[config.mk]
export PLATFORM = sky130hd
export DESIGN_NAME = sd_req_arbiter
export DESIGN_NICKNAME = d
export VERILOG_FILES = /design/src/rtl/sd_arb_pkg.sv /design/src/rtl/rr_pick.sv /design/src/rtl/sd_req_arbiter.sv
export SDC_FILE = /design/constraint.sdc
export NUM_CORES = 1
export LEC_CHECK = 0
export ABC_AREA = 0
export BUFFER_PORTS_ARGS = -buffer_cell sky130_fd_sc_hd__buf_2
export CORE_ASPECT_RATIO = 0.7
export CORE_MARGIN = 4
export CORE_UTILIZATION = 53
export DETAILED_ROUTE_END_ITERATION = 12
export GPL_ROUTABILITY_DRIVEN = 0
export PLACE_DENSITY = 0.9
export SLEW_MARGIN = 20
export SYNTH_ARGS = -nofsm -noshare
export SYNTH_HDL_FRONTEND = slang
export SYNTH_HIERARCHICAL = 1
export SYNTH_SLANG_ARGS = --single-unit
[constraint.sdc]
create_clock -name clk_sys -period 6.81 [get_ports clk_sys]
set_input_delay 1.362 -clock clk_sys [delete_from_list [all_inputs] [get_ports clk_sys]]
set_output_delay 1.362 -clock clk_sys [all_outputs]
set_load 0.005 [all_outputs]
[src/rtl/sd_arb_pkg.sv]
// Shared definitions for the SD bridge-slot arbiters: slot state encoding,
// sector-buffer width derivation and the default timeout counter width.
package sd_arb_pkg;

  typedef enum logic [1:0] {
    ST_IDLE  = 2'd0,
    ST_ISSUE = 2'd1,
    ST_XFER  = 2'd2,
    ST_DONE  = 2'd3
  } arb_state_e;

  localparam int TOW_DEFAULT = 24;

  // Most-significant data bit of the sector buffer: 8-bit or 16-bit bridge.
  function automatic int buf_dw(input int wide);
    return (wide != 0) ? 15 : 7;
  endfunction

endpackage

[src/rtl/rr_pick.sv]
// Combinational round-robin picker: first set bit of pend scanning upward
// from ptr, wrapping at N.
module rr_pick #(
  parameter int N  = 3,
  parameter int PW = (N > 1) ? $clog2(N) : 1
) (
  input  logic [N-1:0]  pend,
  input  logic [PW-1:0] ptr,
  output logic [PW-1:0] idx,
  output logic          valid
);

  always_comb begin
    idx   = '0;
    valid = |pend;
    // Scan from the farthest candidate down so the closest to ptr wins last.
    for (int k = N - 1; k >= 0; k--) begin
      int j;
      logic [PW-1:0] jj;
      j = int'(ptr) + k;
      if (j >= N) j = j - N;
      jj = PW'(j);
      if (pend[jj]) idx = jj;
    end
  end

endmodule

[src/rtl/sd_req_arbiter.sv]
// Shares one SD virtual-drive slot of the HPS bridge among NREQ requesters:
// round-robin grant held for a whole sector, with per-requester done/timeout.
module sd_req_arbiter
  import sd_arb_pkg::*;
#(
  parameter int NREQ = 3,
  parameter int WIDE = 0,
  parameter int TOW  = TOW_DEFAULT,
  localparam int DW  = buf_dw(WIDE),
  localparam int PW  = $clog2(NREQ)
) (
  input  logic                   clk_sys,
  input  logic                   reset_n,
  input  logic [NREQ-1:0]        req_rd,
  input  logic [NREQ-1:0]        req_wr,
  input  logic [32*NREQ-1:0]     req_lba,
  input  logic [(DW+1)*NREQ-1:0] req_buff_din,
  output logic [NREQ-1:0]        grant,
  output logic [NREQ-1:0]        req_done,
  output logic [NREQ-1:0]        req_err,
  output logic [NREQ-1:0]        req_buff_wr,
  output logic [31:0]            sd_lba,
  output logic                   sd_rd,
  output logic                   sd_wr,
  input  logic                   sd_ack,
  input  logic                   sd_buff_wr,
  output logic [DW:0]            sd_buff_din
);

  arb_state_e      state_q, state_d;
  logic [NREQ-1:0] grant_q, grant_d;
  logic [31:0]     lba_q, lba_d;
  logic            rd_q, rd_d;
  logic            wr_q, wr_d;
  logic [PW-1:0]   ptr_q, ptr_d;
  logic [TOW-1:0]  tmo_q, tmo_d;
  logic            err_q, err_d;

  logic [TOW-1:0]  tmo_inc;
  logic [PW-1:0]   win_idx;
  logic            win_vld;
  logic [31:0]     win_lba;

  rr_pick #(.N(NREQ), .PW(PW)) u_pick (
    .pend  (req_rd | req_wr),
    .ptr   (ptr_q),
    .idx   (win_idx),
    .valid (win_vld)
  );

  assign win_lba = req_lba[32*int'(win_idx) +: 32];
  assign tmo_inc = tmo_q + 1'b1;

  always_comb begin
    state_d = state_q;
    grant_d = grant_q;
    lba_d   = lba_q;
    rd_d    = rd_q;
    wr_d    = wr_q;
    ptr_d   = ptr_q;
    tmo_d   = tmo_q;
    err_d   = err_q;
    case (state_q)
      ST_IDLE: begin
        // A stray sd_ack here is ignored; only pending requests matter.
        if (win_vld) begin
          state_d = ST_ISSUE;
          grant_d = {{(NREQ-1){1'b0}}, 1'b1} << win_idx;
          lba_d   = win_lba;
          rd_d    = req_rd[win_idx];
          wr_d    = ~req_rd[win_idx] & req_wr[win_idx];
          ptr_d   = (int'(win_idx) == NREQ - 1) ? '0 : win_idx + 1'b1;
          tmo_d   = '0;
          err_d   = 1'b0;
        end
      end
      ST_ISSUE: begin
        if (sd_ack) begin
          rd_d    = 1'b0;
          wr_d    = 1'b0;
          state_d = ST_XFER;
        end else if (&tmo_inc) begin
          rd_d    = 1'b0;
          wr_d    = 1'b0;
          err_d   = 1'b1;
          tmo_d   = tmo_inc;
          state_d = ST_DONE;
        end else begin
          tmo_d = tmo_inc;
        end
      end
      ST_XFER: begin
        if (!sd_ack) state_d = ST_DONE;
      end
      ST_DONE: begin
        grant_d = '0;
        err_d   = 1'b0;
        tmo_d   = '0;
        state_d = ST_IDLE;
      end
      default: state_d = ST_IDLE;
    endcase
  end

  always_ff @(posedge clk_sys or negedge reset_n) begin
    if (!reset_n) begin
      state_q <= ST_IDLE;
      grant_q <= '0;
      lba_q   <= '0;
      rd_q    <= 1'b0;
      wr_q    <= 1'b0;
      ptr_q   <= '0;
      tmo_q   <= '0;
      err_q   <= 1'b0;
    end else begin
      state_q <= state_d;
      grant_q <= grant_d;
      lba_q   <= lba_d;
      rd_q    <= rd_d;
      wr_q    <= wr_d;
      ptr_q   <= ptr_d;
      tmo_q   <= tmo_d;
      err_q   <= err_d;
    end
  end

  assign grant    = grant_q;
  assign sd_lba   = lba_q;
  assign sd_rd    = rd_q;
  assign sd_wr    = wr_q;
  assign req_done = (state_q == ST_DONE && !err_q) ? grant_q : '0;
  assign req_err  = (state_q == ST_DONE &&  err_q) ? grant_q : '0;

  // Buffer routing stays combinational: the bridge samples sd_buff_din in the
  // same cycle it advances sd_buff_addr.
  assign req_buff_wr = grant_q & {NREQ{sd_buff_wr}};

  always_comb begin
    sd_buff_din = '0;
    for (int i = 0; i < NREQ; i++) begin
      if (grant_q[i]) sd_buff_din = sd_buff_din | req_buff_din[i*(DW+1) +: DW+1];
    end
  end

endmodule

==> run_results.csv, run 1 <==
group,metric,value,unit
power_and_ir_drop,leakage,2.801,nW
synth,synth_edf_count,0,
setup_path,cp-end-kind,"register",
clocking,clock_path_buffers,2,
clocking,clk_latency,0.34,ns
synth,synth_flop_cell,"dfrtp_1",
timing,slew_headroom,34.15,%
min_path,hold_depth,2,
global_routing,antenna_found_initial,0,
timing,tns,0,ns
placed_design,preCtsSetupSlack,2.842,ns
global_routing,grt_pass1_wl,21070,µm
timing,drv_slew,0,
power_and_ir_drop,ir_drop,275.2,µV
route,wl_per_cell,16.59,µm
synth,synth_top_area_share,37.88,%
power_and_ir_drop,pwr_density_cell,388.7,nW/µm²
die,die-width,116.4,µm
die,die_y,83.89,µm
clocking,postCtsHoldBufs,0,
clocking,clkSlewWorstSetupHoldPaths,0.06,ns
setup_path,max_stage_delay,0.70,ns
placed_design,place.port_buffers,183,
min_path,hold_class,"register to register",
placed_design,hpwl,9825,µm
die,ios,184,
timing,fmax,0.2743,GHz
timing,fin_crit_sh,53.53,%
setup_path,rr_startpoint,"ptr_q[1]",
final_layout,final_cell_mix,"buf_2, o21ai_0, dfrtp_1, nand2_1, nor2_1",
die,start_util,54.93,%
global_routing,grt_usage,26.75,%
route,drc_errors,0,
synth,syn_nets,658,
synth,synthTopCellsByArea,"dfrtp_1, o21ai_0, mux2i_1",
synth,netlist_area,4360,µm²
synth,synth_cell_types,59,
final_layout,drive_gt1_share,33.04,%
synth,syn_inst,519,
final_layout,fill_cells,587,
route,drtIter0Drc,452,
timing,rsz0062_at_grt,"false",
timing,setup_violations,0,
synth,synth_seq_cells,66,
final_layout,fin_nets,821,
final_layout,final_common_cell,"buf_2",
final_layout,design_area,5614,µm²
final_layout,area_growth,28.75,%
synth,synth_warnings,6,
setup_path,timing.critical_path.buf_inv,1,
flow_run,drv_cap,0,
route,vias_per_cell,5.882,
min_path,holdPathEnd,"sd_lba[16]",
die,rows,27,
route,drt_first_pass_iters,5,
timing,fin_ws,3.164,ns
route,ant_nets,0,
placed_design,place_area,5306,µm²
setup_path,worst_ep_arrival_time,3.87,ns
timing,finClkSkew,0.009054,ns
final_layout,n_antenna_cell,0,
timing,tightestPinTransition,0.9854,ns
global_routing,grt_max_degree,67,
clocking,cts_root_buffer,"clkbuf_16",
synth,async_flop_share,100.0,%
run_status,outcome,"finished clean",
die,dieArea,9766,µm²
setup_path,reg2regPathDepth,13,
route,routed_wirelength,13080,µm
setup_path,required,7.04,ns
setup_path,crit_top_cell,"o21ai_0",
global_routing,globalRouteOverflowTotal,0,
setup_path,timing.rr.end,"sd_wr",
setup_path,crit_fanout,34,
synth,avgSynthCellArea,8.402,µm²
clocking,cts_tree,"yes",
setup_path,cp-start-kind,"input pin",
final_layout,fin_util,70.72,%
setup_path,path_class,"input pin to register",
synth,yosys.area.top_type,"dfrtp_1",
route,via_count,4635,
die,coreArea,7939,µm²
setup_path,r2r_slack,3.78,ns
clocking,htreeDepth,3,
clocking,cts_setup_buffers,0,
timing,hold_violations,0,
clocking,cts_buffers,9,
global_routing,grt_pass1_vias,4539,
setup_path,path_delay_family,"simple AND/OR/NAND/NOR gates",
clocking,clock-sinks,66,
min_path,worstHoldStart,"sd_lba[16]",
setup_path,crit_chain,"buf_2 > or2_2 > and2b_1 > o21ai_0 > o311ai_4 > nor2b_4 > nand2_1 > o21ai_0 > nor3_1 > a21oi_1 > o21ai_0 > a31o_1",
synth,seq_area_frac_synth,37.88,%
setup_path,cp_slowest_cell,"nor2b_4",
clocking,ctsResizeCount,0,
timing,period_needed,3.646,ns
[layer usage]
metal,wire (µm),GRT usage [%]
met1,5215,33.32
met2,6357,44.81
met3,1130,6.449
met4,371,9.589
met5,0,0
[worst max path at each step]
stage | startpoint | end | slack (ns) | depth (start not counted)
2_1_floorplan | req_rd[2] | sd_lba[10] | 3.07 | 9
3_3_place_gp | req_rd[1] | sd_wr | 2.63 | 12
3_5_place_dp | req_rd[2] | sd_wr | 2.84 | 12
4_1_cts | req_rd[1] | sd_wr | 3.20 | 12
5_1_grt | req_rd[1] | sd_wr | 3.01 | 12
6_report | req_rd[1] | sd_wr | 3.16 | 12
[cell type report]
| class | count | area [µm²] | share of cell area [%] |
|---|---|---|---|
| clock buffer | 10 | 239.0 | 4.257 |
| tap | 101 | 126.4 | 2.251 |
| sequential | 66 | 1652 | 29.42 |
| clock inverter | 6 | 66.31 | 1.181 |
| multi-input combinational | 399 | 2510 | 44.71 |
| inverter | 18 | 67.56 | 1.203 |
| timing repair buffer | 188 | 953.4 | 16.98 |
[state kept, by name, summed over array words and instances (netlist names)]
signal,cells
sd_lba,32
sd_rd,1
grant,3
ptr_q,2
tmo_q,24
state_q,2
sd_wr,1
err_q,1
[worst register-to-register path, delay by kind of cell, from the launching register on]
kind | cells | cell delay [ns]
DFF | 1 | 0.42
buffers and inverters | 2 | 0.64
and+or+nand+nor | 3 | 0.30
muxes | 1 | 0.30
AOI/OAI and AO/OA | 6 | 0.95
adders and majority gates | 1 | 0.32
[cells in the mapped netlist, drive strengths merged (6+ instances only)]
master / number
clkbuf: 25
nand4: 14
dfrtp: 66
buf: 11
a222oi: 8
a21oi: 42
mux2i: 35
inv: 18
and2: 9
nand2: 60
xnor2: 6
a31oi: 7
nor2: 53
nand3: 8
ha: 9
o21ai: 79
and4: 7
[stage by stage]
stage	power (W)	hold slack [ns]	std cells
floorplan	0.001321	0.4650	519
global placement	0.001637	0.4603	772
detailed placement	0.001706	0.4652	772
CTS	0.002181	0.4778	788
global route	0.002346	0.5037	788
finish	0.002182	0.4740	788
[report_power, final]
group	total, W	switching [W]	internal [W]
clock	0.000469	0.000176	0.000293
combinational	0.00109	0.000640	0.000453
sequential	0.000621	0.000105	0.000515
total	0.00218	0.000921	0.00126
[kinds of logic (layout without fill, tap and decap cells)]
kind of cell / count (synthesis) / in the layout / share of synthesized area, %
and+or+nand+nor: 184 / 184 / 22.04
AOI/OAI and AO/OA: 162 / 162 / 21.67
DFF: 66 / 66 / 37.88
buffers and inverters: 54 / 222 / 5.595
muxes: 36 / 36 / 8.293
adders and majority gates: 9 / 9 / 2.583
xor gates and xnor gates: 8 / 8 / 1.951
(Power assumes the default switching activity.)
==> run 2: changes to the inputs <==
Settings changed: CORE_UTILIZATION 53 to 44, PLACE_DENSITY 0.9 to 0.8.
Clock period 6.81 ns to 3.24 ns, I/O delays scaled along.
==> run 2 against run 1 <==
  * Sequential power increased by 110%
  * Highest routed layer unchanged
  * Critical path depth decreased by 2
  * Register-to-register slack got worse by 3.3 ns
  * Setup slack got worse by 2.7 ns
  * Combinational power increased by 110%
  * Largest cell class unchanged
  * Critical path type is now register to register
  * Critical endpoint is now sd_lba[19]
  * Clock skew decreased by 0.0025 ns
  * Core utilization decreased by 12 points
==> run_results.csv, run 2 (same netlist as run 1, synthesis figures left out) <==
group,metric,value,unit
final_layout,drive_gt1_share,33.53,%
power_and_ir_drop,power_switching,0.001950,W
route,vias_per_cell,5.717,
power_and_ir_drop,ir_drop,437.0,µV
timing,tightestPinTransition,0.7528,ns
final_layout,stdcell_count,820,
power_and_ir_drop,p_int,0.002653,W
clocking,clkSlewWorstSetupHoldPaths,0.06,ns
timing,finClkSkew,0.006573,ns
route,drt_first_pass_iters,5,
timing,period_needed,2.770,ns
min_path,hold_class,"input pin to async pin",
die,ios,184,
clocking,ctsResizeCount,0,
global_routing,grt_pass1_vias,4433,
setup_path,crit_fanout,18,
die,die-width,127.0,µm
power_and_ir_drop,power.share.clock,21.0,%
final_layout,n_antenna_cell,0,
route,drtIter0Drc,381,
timing,slew_headroom,49.76,%
clocking,clock_path_buffers,2,
global_routing,grt_usage,23.44,%
clocking,cts_buffers,9,
final_layout,final_common_cell,"buf_2",
global_routing,globalRouteOverflowTotal,0,
clocking,clk_latency,0.34,ns
placed_design,hpwl,10280,µm
global_routing,grt_pass1_wl,22230,µm
setup_path,required,3.41,ns
timing,fmax,0.3610,GHz
final_layout,largest_reg_flops,32,
clocking,cts_setup_buffers,0,
final_layout,fin_nets,826,
global_routing,antenna_found_initial,0,
clocking,cts_root_buffer,"clkbuf_16",
power_and_ir_drop,p_comb_share,50.7,%
setup_path,path_class,"register to register",
final_layout,fin_util,58.55,%
route,via_count,4688,
die,die_y,91.29,µm
global_routing,grt_max_degree,63,
final_layout,design_area,5670,µm²
flow_run,drv_cap,0,
run_status,outcome,"finished clean",
clocking,htreeDepth,3,
final_layout,final_cell_mix,"buf_2, o21ai_0, dfrtp_1, nand2_1, nor2_1",
placed_design,place.port_buffers,183,
die,start_util,45.03,%
placed_design,place_area,5373,µm²
power_and_ir_drop,pwr_density_cell,811.6,nW/µm²
setup_path,cp-end-kind,"register",
route,ant_nets,0,
power_and_ir_drop,p_sw_share,42.36,%
setup_path,worst_ep_arrival_time,2.94,ns
clocking,clock-sinks,66,
placed_design,dp.cells,804,
timing,rsz0062_at_grt,"false",
power_and_ir_drop,p_seq_share,28.3,%
timing,drv_slew,0,
setup_path,cp-start-kind,"register",
timing,tns,0,ns
route,routed_wirelength,13700,µm
die,rows,30,
clocking,postCtsHoldBufs,0,
timing,hold_violations,0,
final_layout,area_growth,30.04,%
route,wl_per_cell,16.71,µm
clocking,cts_tree,"yes",
die,coreArea,9684,µm²
die,dieArea,11590,µm²
timing,setup_violations,0,
power_and_ir_drop,leakage,2.829,nW
route,drc_errors,0,
timing,fin_crit_sh,85.49,%
[run 2: cell type report]
class                   count  area (µm²)
fillers                   854        4014
clock buffers               9       225.2
flip-flops and latches     66        1652
inverters                  18       67.56
multi-input cells         399        2505
repair buffers            193       991.0
well taps                 128       160.2
clock inverters             7       70.07
[run 2: through the flow]
step	hold WS [ns]	total power, W	worst slack (ns)
after global routing	0.2785	0.004960	0.2714
after CTS	0.2602	0.004607	0.4760
after detailed placement	0.4652	0.003622	0.2369
after global placement	0.4605	0.003498	0.4094
final	0.2500	0.004602	0.4700
after floorplan	0.3524	0.002776	0.2090
[run 2: path summary, 6_finish.rpt]
kind / startpoint / to / slack, ns / cells past startpoint
setup / recovery: ptr_q[1] / sd_lba[19] / 0.47 / 10
hold / removal: reset_n / tmo_q[9] / 0.25 / 1
setup reg to reg: ptr_q[1] / sd_lba[19] / 0.47 / 10
hold reg to reg: sd_lba[4] / sd_lba[4] / 0.48 / 2
max in group asynchronous: reset_n / sd_lba[26] / 2.26 / 2
min in group clk_sys: sd_lba[4] / sd_lba[4] / 0.48 / 2
[run 2: layer usage]
layer  wire length (µm)  track usage [%]  share of wire, %  vias to the layer above
met3               1119            5.644               8.2                       22
met4                223            6.518               1.6                        0
met2               6755            38.29                49                      216
met5                  0                0                 0                        -
met1               5603            31.09                41                     2251
li1                   -                -                 -                     2199
[run 2: power by group through the flow]
stage | sequential, W | combinational [W] | clock (W)
after floorplan | 0.00126 | 0.00151 | 0
after global placement | 0.00129 | 0.00221 | 0
after detailed placement | 0.00131 | 0.00231 | 0
after CTS | 0.00130 | 0.00232 | 0.000979
after global routing | 0.00134 | 0.00260 | 0.00102
final | 0.00130 | 0.00233 | 0.000966
[run 2: critical path: stages, from the launching register on]
cell and delay, ns:
dfrtp_1 0.42, inv_1 0.07, ha_1 0.32, nand2b_1 0.18, o21ai_1 0.11, a221oi_4 0.55
buf_4 0.42, mux2i_1 0.23, nor2_1 0.05, a21oi_1 0.13, o21ai_0 0.12
==> run 3: changes to the inputs <==
Settings changed: CORE_ASPECT_RATIO 0.7 to not set, CTS_CLUSTER_SIZE set to 16.
==> run 3 against run 2 <==
  * Core utilization fell by 1.1 points
  * Maximum frequency rose by 0.37%
  * Flip-flop and latch count did not move
  * Critical path type unchanged
  * Critical endpoint is now sd_lba[21]
==> run_results.csv, run 3 (same netlist as run 1, synthesis figures left out) <==
group,metric,value,unit
run_status,outcome,"finished clean",
placed_design,hpwl,9882,µm
global_routing,globalRouteOverflowTotal,0,
global_routing,antenna_found_initial,0,
setup_path,required,3.45,ns
setup_path,timing.critical_path.buf_inv,2,
clocking,postCtsHoldBufs,0,
timing,fmax,0.3623,GHz
timing,hold_violations,0,
power_and_ir_drop,ir_drop,388.7,µV
final_layout,multi_input_area,2502,µm²
die,die_y,107.6,µm
final_layout,area_growth,28.24,%
clocking,clk_latency,0.34,ns
setup_path,crit_chain,"inv_1 > ha_1 > nand2b_1 > o21ai_1 > a221oi_4 > buf_4 > mux2i_1 > nor2_1 > a21oi_1 > o21ai_0",
final_layout,regArea,1652,µm²
route,wl_per_cell,15.52,µm
setup_path,cp-end-kind,"register",
die,ios,184,
final_layout,largest_reg_flops,32,
setup_path,cp_slowest_cell,"a221oi_4",
clocking,cts_tree,"yes",
timing,period_needed,2.760,ns
global_routing,grt_max_degree,41,
route,drc_errors,0,
route,drtIter0Drc,373,
setup_path,cp-start-kind,"register",
timing,slew_headroom,47.63,%
die,dieArea,11570,µm²
timing,fin_crit_sh,85.18,%
clocking,clock_path_buffers,2,
setup_path,crit_fanout,23,
die,die-width,107.6,µm
clocking,clkSlewWorstSetupHoldPaths,0.07,ns
clocking,cts_root_buffer,"clkbuf_8",
timing,tightestPinTransition,0.7826,ns
final_layout,fill_cells,870,
placed_design,place.port_buffers,183,
setup_path,max_stage_delay,0.49,ns
timing,rsz0062_at_grt,"false",
final_layout,n_antenna_cell,0,
min_path,hold_class,"input pin to async pin",
clocking,cts_buffers,9,
global_routing,grt_pass1_wl,21400,µm
global_routing,grt_usage,22.73,%
setup_path,path_delay_family,"compound AO/OA/AOI/OAI gates",
final_layout,drive_gt1_share,33.14,%
route,via_count,4607,
route,ant_nets,0,
power_and_ir_drop,pwr_density_cell,770.5,nW/µm²
timing,finClkSkew,0.008854,ns
final_layout,final_cell_mix,"buf_2, o21ai_0, dfrtp_1, nand2_1, nor2_1",
die,rows,36,
die,start_util,44.82,%
power_and_ir_drop,leakage,2.794,nW
timing,tns,0,ns
final_layout,final_common_cell,"buf_2",
flow_run,drv_cap,0,
timing,setup_violations,0,
route,vias_per_cell,5.571,
final_layout,fin_nets,828,
global_routing,grt_pass1_vias,4653,
setup_path,path_class,"register to register",
clocking,clock-sinks,66,
setup_path,worst_ep_arrival_time,2.97,ns
timing,drv_slew,0,
clocking,cts_setup_buffers,0,
timing,whs,0.2383,ns
route,drt_first_pass_iters,5,
clocking,ctsResizeCount,0,
die,coreArea,9729,µm²
route,routed_wirelength,12830,µm
clocking,htreeDepth,3,
==> run 3: cell types whose count changed in the layout (fill, tap and decap cells not counted), moves of 2 or more <==
cell and delta:
clkbuf_8 +11, clkinv_4 -2, clkbuf_1 +3, clkinv_2 -2, buf_4 +2, clkbuf_16 -9
==> run 3: final cells by class <==
cell class / instances / area share, %
Clock buffer: 14 / 2.909
Clock inverter: 2 / 0.6265
Inverter: 18 / 1.208
Multi-Input combinational cell: 399 / 44.75
Sequential cell: 66 / 29.54
Tap cell: 133 / 2.976
Timing Repair Buffer: 195 / 17.99
==> run 3: routing by layer <==
layer / global-route usage (%) / share of wire (%)
met1: 27.88 / 41
met2: 39.61 / 50
met3: 3.599 / 6.3
met4: 9.378 / 2.6
met5: 0 / 0
==> run 3: where the power goes <==
part / leakage (nW) / switching [W] / internal [W]
clock network: 0.101 / 0.000312 / 0.000398
registers: 0.861 / 0.000216 / 0.00108
logic: 1.83 / 0.00132 / 0.000982
==> run 3: worst paths after layout <==
path                       startpoint    endpoint  slack [ns]  cells after the start
min in group clk_sys        sd_lba[8]   sd_lba[8]        0.48                      2
hold reg to reg             sd_lba[8]   sd_lba[8]        0.48                      2
hold / removal                reset_n   tmo_q[14]        0.24                      1
max in group asynchronous     reset_n   sd_lba[4]        2.31                      2
setup / recovery             ptr_q[1]  sd_lba[21]        0.48                     10
setup reg to reg             ptr_q[1]  sd_lba[21]        0.48                     10
==> run 3: per-stage QoR <==
| stage | setup slack [ns] | instances | power, W | util [%] | instance area (µm²) |
|---|---|---|---|---|---|
| 2_1_floorplan | 0.2090 | 519 | 0.002776 | - | 4360 |
| 3_3_place_gp | 0.4154 | 811 | 0.003492 | 55.44 | 5394 |
| 3_5_place_dp | 0.2741 | 811 | 0.003605 | 55.44 | 5394 |
| 4_1_cts | 0.5053 | 827 | 0.004324 | 57.47 | 5592 |
| 5_1_grt | 0.2665 | 827 | 0.004684 | 57.47 | 5592 |
| 6_report | 0.4801 | 827 | 0.004308 | 57.47 | 5592 |
==> run 3: worst register-to-register path: stages (launching register included) <==
cell,delay (ns)
dfrtp_1,0.41
inv_1,0.07
ha_1,0.33
nand2b_1,0.18
o21ai_1,0.11
a221oi_4,0.49
buf_4,0.46
mux2i_1,0.26
nor2_1,0.06
a21oi_1,0.16
o21ai_0,0.09
